File: src/rtl/inst_mem_loader_if.sv
// Byte-stream input and instruction-memory write bus of the boot loader.
// The checksum_err_o signal exists only when INST_LOADER_CHECKSUM_EN is defined.
interface inst_mem_loader_if #(
  parameter int ADDR_W = 10,
  parameter int WORD_W = 32
);
  logic              start_i;
  logic [ADDR_W:0]   word_count_i;
  logic [7:0]        byte_data_i;
  logic              byte_valid_i;
  logic              byte_ready_o;
  logic              wr_en_o;
  logic [ADDR_W-1:0] wr_addr_o;
  logic [WORD_W-1:0] wr_data_o;
  logic              busy_o;
  logic              cpu_hold_o;
  logic              done_o;
`ifdef INST_LOADER_CHECKSUM_EN
  logic              checksum_err_o;
`endif

  // The loader itself
  modport slave (
`ifdef INST_LOADER_CHECKSUM_EN
    output checksum_err_o,
`endif
    input  start_i, word_count_i, byte_data_i, byte_valid_i,
    output byte_ready_o, wr_en_o, wr_addr_o, wr_data_o,
    output busy_o, cpu_hold_o, done_o
  );

  modport master (
`ifdef INST_LOADER_CHECKSUM_EN
    input  checksum_err_o,
`endif
    output start_i, word_count_i, byte_data_i, byte_valid_i,
    input  byte_ready_o, wr_en_o, wr_addr_o, wr_data_o,
    input  busy_o, cpu_hold_o, done_o
  );
endinterface

File: src/rtl/inst_mem_loader.sv
// Boot-time instruction-memory writer: packs a little-endian byte stream into words.
// Optional trailing modulo-256 checksum byte enabled by INST_LOADER_CHECKSUM_EN.
module inst_mem_loader #(
  parameter int ADDR_W = 10,
  parameter int DEPTH  = 1024,
  parameter int WORD_W = 32
) (
  input logic               clk,
  input logic               rst,
  inst_mem_loader_if.slave  bus
);

`ifdef INST_LOADER_CHECKSUM_EN
  typedef enum logic [2:0] {IDLE, RECV, WRITE, CHECK, DONE} state_t;
  localparam state_t LAST_STATE = CHECK;
`else
  typedef enum logic [2:0] {IDLE, RECV, WRITE, DONE} state_t;
  localparam state_t LAST_STATE = DONE;
`endif

  localparam logic [ADDR_W:0] DEPTH_C = (ADDR_W+1)'(DEPTH);

  state_t            state, state_next;
  logic [1:0]        lane;
  logic [ADDR_W:0]   word_cnt;
  logic [ADDR_W:0]   n_words;
  logic [ADDR_W:0]   n_clamped;
  logic [ADDR_W:0]   word_cnt_inc;
  logic [ADDR_W-1:0] addr;
  logic [WORD_W-1:0] pack;
  logic              byte_fire;
`ifdef INST_LOADER_CHECKSUM_EN
  logic [7:0]        sum;
  logic              checksum_err;
`endif

  // Clamping to DEPTH keeps every write inside the memory without address wrap
  assign n_clamped    = (bus.word_count_i > DEPTH_C) ? DEPTH_C : bus.word_count_i;
  assign word_cnt_inc = word_cnt + (ADDR_W+1)'(1);
  assign byte_fire    = bus.byte_valid_i && (state == RECV);

  always_comb begin
    state_next = state;
    case (state)
      IDLE:  if (bus.start_i) state_next = (n_clamped == '0) ? LAST_STATE : RECV;
      RECV:  if (byte_fire && lane == 2'd3) state_next = WRITE;
      WRITE: state_next = (word_cnt_inc == n_words) ? LAST_STATE : RECV;
`ifdef INST_LOADER_CHECKSUM_EN
      CHECK: if (bus.byte_valid_i) state_next = DONE;
`endif
      DONE:  state_next = IDLE;
      default: state_next = IDLE;
    endcase
  end

  always_ff @(posedge clk) begin
    if (rst) begin
      state    <= IDLE;
      lane     <= '0;
      word_cnt <= '0;
      n_words  <= '0;
      addr     <= '0;
      pack     <= '0;
`ifdef INST_LOADER_CHECKSUM_EN
      sum          <= '0;
      checksum_err <= 1'b0;
`endif
    end else begin
      state <= state_next;
      case (state)
        IDLE: if (bus.start_i) begin
          n_words  <= n_clamped;
          word_cnt <= '0;
          addr     <= '0;
          lane     <= '0;
`ifdef INST_LOADER_CHECKSUM_EN
          sum          <= '0;
          checksum_err <= 1'b0;
`endif
        end
        RECV: if (byte_fire) begin
          pack[{lane, 3'b000} +: 8] <= bus.byte_data_i;
          lane                      <= lane + 2'd1;
`ifdef INST_LOADER_CHECKSUM_EN
          sum <= sum + bus.byte_data_i;
`endif
        end
        WRITE: begin
          addr     <= addr + ADDR_W'(1);
          word_cnt <= word_cnt_inc;
        end
`ifdef INST_LOADER_CHECKSUM_EN
        CHECK: if (bus.byte_valid_i && bus.byte_data_i != sum) checksum_err <= 1'b1;
`endif
        default: ;
      endcase
    end
  end

  assign bus.wr_en_o    = (state == WRITE);
  assign bus.wr_addr_o  = addr;
  assign bus.wr_data_o  = pack;
  assign bus.busy_o     = (state == RECV) || (state == WRITE);
  assign bus.cpu_hold_o = bus.busy_o;
  assign bus.done_o     = (state == DONE);
`ifdef INST_LOADER_CHECKSUM_EN
  assign bus.byte_ready_o   = (state == RECV) || (state == CHECK);
  assign bus.checksum_err_o = checksum_err;
`else
  assign bus.byte_ready_o   = (state == RECV);
`endif

endmodule

File: src/flat_wrapper.sv
// flat-port wrapper written by rule: the top's interface ports become plain ports
module inst_mem_loader_flat 
#(
  parameter int ADDR_W = 10,
  parameter int DEPTH  = 1024,
  parameter int WORD_W = 32
)
  (clk, rst, bus_start_i, bus_word_count_i, bus_byte_data_i, bus_byte_valid_i, bus_byte_ready_o, bus_wr_en_o, bus_wr_addr_o, bus_wr_data_o, bus_busy_o, bus_cpu_hold_o, bus_done_o);
  inst_mem_loader_if #(.ADDR_W(ADDR_W), .WORD_W(WORD_W)) bus_i ();
  input logic clk;
  input logic rst;
  input wire logic [$bits(bus_i.start_i)-1:0] bus_start_i;
  input wire logic [$bits(bus_i.word_count_i)-1:0] bus_word_count_i;
  input wire logic [$bits(bus_i.byte_data_i)-1:0] bus_byte_data_i;
  input wire logic [$bits(bus_i.byte_valid_i)-1:0] bus_byte_valid_i;
  output wire logic [$bits(bus_i.byte_ready_o)-1:0] bus_byte_ready_o;
  output wire logic [$bits(bus_i.wr_en_o)-1:0] bus_wr_en_o;
  output wire logic [$bits(bus_i.wr_addr_o)-1:0] bus_wr_addr_o;
  output wire logic [$bits(bus_i.wr_data_o)-1:0] bus_wr_data_o;
  output wire logic [$bits(bus_i.busy_o)-1:0] bus_busy_o;
  output wire logic [$bits(bus_i.cpu_hold_o)-1:0] bus_cpu_hold_o;
  output wire logic [$bits(bus_i.done_o)-1:0] bus_done_o;
  assign bus_i.start_i = bus_start_i;
  assign bus_i.word_count_i = bus_word_count_i;
  assign bus_i.byte_data_i = bus_byte_data_i;
  assign bus_i.byte_valid_i = bus_byte_valid_i;
  assign bus_byte_ready_o = bus_i.byte_ready_o;
  assign bus_wr_en_o = bus_i.wr_en_o;
  assign bus_wr_addr_o = bus_i.wr_addr_o;
  assign bus_wr_data_o = bus_i.wr_data_o;
  assign bus_busy_o = bus_i.busy_o;
  assign bus_cpu_hold_o = bus_i.cpu_hold_o;
  assign bus_done_o = bus_i.done_o;
  inst_mem_loader #(.ADDR_W(ADDR_W), .DEPTH(DEPTH), .WORD_W(WORD_W)) u_core (.clk(clk), .rst(rst), .bus(bus_i));
endmodule
File: config.mk
export PLATFORM = sky130hd
export DESIGN_NAME = inst_mem_loader_flat
export DESIGN_NICKNAME = d
export VERILOG_FILES = /design/src/rtl/inst_mem_loader_if.sv /design/src/rtl/inst_mem_loader.sv /design/src/flat_wrapper.sv
export SDC_FILE = /design/constraint.sdc
export NUM_CORES = 1
export LEC_CHECK = 0
export ABC_AREA = 0
export BUFFER_PORTS_ARGS = -buffer_cell sky130_fd_sc_hd__buf_2
export CORE_UTILIZATION = 49
export DETAILED_ROUTE_END_ITERATION = 8
export PLACE_DENSITY = 0.76
export SYNTH_ARGS = -nofsm -noshare
export SYNTH_HDL_FRONTEND = slang
export SYNTH_SLANG_ARGS = --single-unit
File: constraint.sdc
create_clock -name clk -period 1.9 [get_ports clk]
set_input_delay 0.38 -clock clk [delete_from_list [all_inputs] [get_ports clk]]
set_output_delay 0.38 -clock clk [all_outputs]
set_load 0.03 [all_outputs]
Yosys cells after proc, flatten, opt, wreduce, memory -nomap -nowiden
Cells that the tools add are included.
- register bits after elaboration: 69
- bits of input ports: 23
- logic and storage cells: 47
- $add $sub $neg: 4
- order comparisons: 1
- equality and inequality tests: 8
- shift-type cells: 2
- multiplexer cells: 14
- reductions and logical operators: 12
- operator list (cell ; number):
    $bwmux W32 ; 1
    $shift A8 B7 Y32 const A ; 1
    $shiftx A8 B7 Y32 ; 1
    $mux W11 ; 2
    $pmux W11 S2 ; 1
    $pmux W10 S2 ; 1
    $add A11 B1 Y11 const B ; 1
    $eq A11 B11 Y1 ; 1
    $gt A11 B11 Y1 const B ; 1
    $logic_not A11 Y1 ; 1
    $add A10 B1 Y10 const B ; 1
    $mux W10 ; 1
    $pmux W3 S3 ; 1
    $mux W2 ; 4
    $reduce_and A2 Y1 ; 4
    $neg A5 Y7 ; 1
    $eq A3 B2 Y1 const B ; 2
    $mux W3 ; 2
    $ne A2 B1 Y1 const B ; 2
    $pmux W2 S2 ; 1
    $reduce_bool A2 Y1 ; 2
    $eq A3 B1 Y1 const B ; 1
    $logic_not A3 Y1 ; 1
    $reduce_and A3 Y1 ; 1
    5 further kinds ; 6

Logic depth before layout (Yosys ltp)
- word-level depth: 6
- mapped depth: 9

Worst setup path before layout
No wires, ideal clock.
- kind: register to register
- start: register u_core.state[1]
- end: register u_core.pack[0] (netlist: u_core.bus.wr_data_o[0])
- setup time: 0.066 ns
- data arrival time: 1.976 ns
- data required time: 1.834 ns
- setup slack: -0.143 ns
- stages on the path, launching flop included: 8
- path buffers: 1
- period minus slack after synthesis: 2.043 ns
- cell sequence: dfxtp_1 -> inv_1 -> ha_1 -> buf_2 -> nand3_1 -> nor4b_2 -> a22oi_1 -> nor2_1
- word-level cells in the longest chain between the ends: 3
- ends and longest elaborated chain (what ; RTL line ; source):
    from (decl) ; inst_mem_loader.sv:23 ; state_t state, state_next;
    from (signal assigned) ; inst_mem_loader.sv:69 ; state <= state_next;
    $eq A3 B1 Y1 (*) ; n/a ;
    via bus_byte_ready_o ; flat_wrapper.sv:16 ; output wire logic [$bits(bus_i.byte_ready_o)-1:0] bus_byte_ready_o;
    $logic_and A1 B1 Y1 ; inst_mem_loader.sv:40 ; assign byte_fire = bus.byte_valid_i && (state == RECV);
    $reduce_and A2 Y1 (no line) (*) ; n/a ;
    to (signal, indexed assignment) ; inst_mem_loader.sv:82 ; pack[{lane, 3'b000} +: 8] <= bus.byte_data_i;
    to (decl) ; inst_mem_loader.sv:30 ; logic [WORD_W-1:0] pack;
Mark *: on every way through the listed nets, which the timed path passes. The rest lies on a longest branch.
A chain may end at the register's enable or synchronous reset.

Worst setup path after layout
- start: register u_core.state[0]
- end: output bus_byte_ready_o
- word-level cells in the longest chain between the ends: 1
- ends and longest elaborated chain (what ; RTL line ; source):
    $eq A3 B1 Y1 ; inst_mem_loader.sv:110 ; assign bus.byte_ready_o = (state == RECV);
    to (decl) ; flat_wrapper.sv:16 ;
No other way between the ends.

==> summary.txt <==
wire length of the first global-routing pass - 13.95 mm
Util after Layout - 0.6482
arrival time at the worst endpoint - 1430 ps
setup violators final - 0
most common cell after layout, fill and taps aside - nor2_1
I/O pin count - 70
class of the tightest hold or removal check - input pin to register
Clk Tree Root Cell - clkbuf_8
Hold Buf Count CTS - 0
dpl hpwl - 6.042 mm
outcome - finished, violations left
family with the most delay on the worst path - buffers and inverters
number of antenna violations at the first check in global routing - 0
Vias per Instance - 5.842
RSZ-0062 raised after global routing - true
IR Drop Worst-Case VDD - 565.2 uV
violations in the final reports - DRC
Buf/Inv on CP - 3
endpoint required time on the critical path - 1520 ps
Cell Area, Synth - 0.003293 mm^2
final critical-path share of the clock period - 0.9525
FMAX - 552.5 MHz
Horiz. Die Dim - 83.98 um
Syn Nets - 415
number of warnings issued by yosys - 0
Avg Synthesized Cell Area - 8.643 um^2
floorplan die height - 83.98 um
post-route ant nets - 0
clock tree from TritonCTS - built
cell type of the slowest stage on the worst timing path - dfxtp_2
DP Area - 0.003885 mm^2
maximum level of the CTS H-tree - 3
count of routing violations after the opening detailed-route iteration - 307
power after layout - 4.209 mW
overall via count from detail_route - 3,213
clock sink count - 68
cell area after layout - 0.004163 mm^2
leakage power - 1.769 nW
post-detailed-route wirelength per cell - 15.24 um
total die area - 0.007053 mm^2
fraction of final layout cells with drive strength greater than 1 - 0.2939
fin. max-slew vios - 0
Total Routing Usage GR - 0.2508
final weighted congestion of routability-driven global placement - 0.8562
distinct cell type count after synthesis - 55
Placed Cells - 529
synthesis-stage register bit count - 68
Pre-Repair DR Iteration Count - 7
startpoint type of the worst setup path - register
cell area power density - 1011 mW/mm^2
synthesis-to-finish area growth - 26.41%
Buffers on Ports - 69
total wire length - 8.383 mm
maximum number of buffers from clock root to sink - 2
Clock Latency Late Sink - 360 ps
cts bufs inserted - 9
longest individual stage delay on the worst path - 330 ps
pin count of the biggest net entering global routing - 63
Setup Skew - 9.667 ps
critical path endpoint category - output port
reported max-cap violation count - 0
total number of nets in the final design - 502
normalized max-slew margin - 0.7557
crit-path most repeated cell - buf_4
starting utilization of the core area - 0.5128
hold violation count in the final report - 0
portion of the post-synthesis area used by sequential elements - 0.4134
critical-path maximum fanout - 7
actual transition at the worst max-transition pin - 365.6 ps
number of standard cells after synthesis - 381
area inside the core boundary - 0.006422 mm^2
gr ovfl total - 0
Non-Filler Instances - 550
row cnt - 29
time the final worst path needs with I/O delays and setup - 1810 ps
Worst Setup Path Type - register to output port
critical path, cell by cell - buf_4 -> ha_2 -> buf_4 -> buf_2
vias in the first global route - 2,928
Fill cells - 518
leading cell types in the layout, fill and taps excluded - nor2_1 (74), buf_2 (69), dfxtp_1 (66)
count of inserted antenna diode cells - 0
clk slew on worst S/H paths - 80 ps
DRC errors left - 10
## cell families (layout without fill, tap and decap cells)
kind of cell / after synthesis / count (layout) / share of synthesized area
AND/OR/NAND/NOR: 149 / 149 / 0.2257
AO/OA/AOI/OAI: 95 / 95 / 0.2067
flip-flops: 68 / 68 / 0.4134
buffers and inverters: 34 / 126 / 0.04445
XOR/XNOR: 16 / 16 / 0.04255
adder cells (fa/ha/maj): 12 / 12 / 0.04483
multiplexers: 7 / 7 / 0.02242
## cell usage after synthesis (all sizes together)
library cell,count,area share
and3,4,0.0076
o41ai,1,0.0049
clkbuf,19,0.022
and2,1,0.0019
a211oi,1,0.0023
o21ai,12,0.018
o21bai,1,0.0023
a21oi,16,0.028
nor2,75,0.086
or2,1,0.0019
a41o,1,0.0030
a2bb2oi,1,0.0027
nand4,8,0.017
or3,3,0.0057
nor3,6,0.0091
and4,1,0.0027
or4,3,0.0080
xnor2,7,0.019
a2111oi,1,0.0046
buf,8,0.014
a22oi,47,0.11
dfxtp,68,0.41
nand2,17,0.019
mux2,3,0.010
o211ai,4,0.0091
a21o,2,0.0046
a32oi,2,0.0053
nand3,11,0.017
xor2,9,0.024
ha,11,0.042
mux2i,4,0.012
a31oi,1,0.0019
nor3b,7,0.016
o31a,1,0.0027
nor4b,4,0.016
maj3,1,0.0030
o31ai,1,0.0023
o221ai,1,0.0027
a21boi,1,0.0023
nand2b,1,0.0019
inv,7,0.0080
o21ba,1,0.0030
nor2b,1,0.0019
nor4,6,0.013
## cell type report
cell class	instances	area [um^2]	area share
Multi-Input combinational cell	279	1857	0.4460
Sequential cell	68	1364	0.3276
Timing Repair Buffer	103	613.1	0.1473
Clock buffer	9	123.9	0.02976
Tap cell	77	96.34	0.02314
Clock inverter	7	82.58	0.01984
Inverter	7	26.28	0.006312
## report_power, final
group | switching [mW] | total [mW] | internal, mW
clock | 0.624 | 1.25 | 0.628
sequential | 0.0610 | 1.57 | 1.50
combinational | 0.886 | 1.39 | 0.505
total | 1.57 | 4.21 | 2.64
## path summary, 6_finish.rpt
| check | start | slack, ps | cells after the start | end |
|---|---|---|---|---|
| worst min-delay path | bus_word_count_i[7] | 290 | 3 | u_core.n_words[7]$_SDFFE_PP0P_ |
| worst max-delay path | u_core.state[0]$_SDFFE_PP0P_ | 90 | 4 | bus_byte_ready_o |
| worst min register to register | u_core.bus.wr_addr_o[9]$_SDFFE_PP0P_ | 500 | 2 | u_core.bus.wr_addr_o[9]$_SDFFE_PP0P_ |
| worst max register to register | u_core.word_cnt[5]$_SDFFE_PP0P_ | 110 | 5 | u_core.state[1]$_SDFFE_PP0P_ |
## worst reg2reg max path, cell delays in order, from the launching register on
cell,delay (ps)
dfxtp_1,480
nand2_1,200
or4_1,550
o211ai_1,140
nor4_2,90
a41o_1,220
## metal layers
metal	GRT usage	vias up	wire (um)
li1	-	1552	-
met3	0.07517	15	634
met4	0.1019	0	140
met1	0.3333	1523	3828
met2	0.3793	123	3780
met5	0	-	0
## stage by stage
step           hold slack [ps]  setup TNS [ps]  worst slack [ps]
6_report                 294.2               0             90.17
5_1_grt                  318.8          -23.02            -23.02
4_1_cts                  288.2               0             18.54
3_5_place_dp             482.4          -76.87            -76.87
3_3_place_gp             469.5          -39.58            -39.58
2_1_floorplan            449.6          -57.95            -2.415
## sequential cells by signal, indices dropped and copies added, names as in the netlist
register,cells
u_core.bus.wr_data_o,32
u_core.state,2
u_core.n_words,11
u_core.word_cnt,11
u_core.lane,2
u_core.bus.wr_addr_o,10
## timing repair
action / 4_1_cts / 5_1_grt
setup buffers: 0 / 5
gates resized for setup: 1 / 7
pin swaps: 0 / 2
setup endpoints to repair: 1 / 19
No activity file was read; power rests on OpenSTA's default activity.
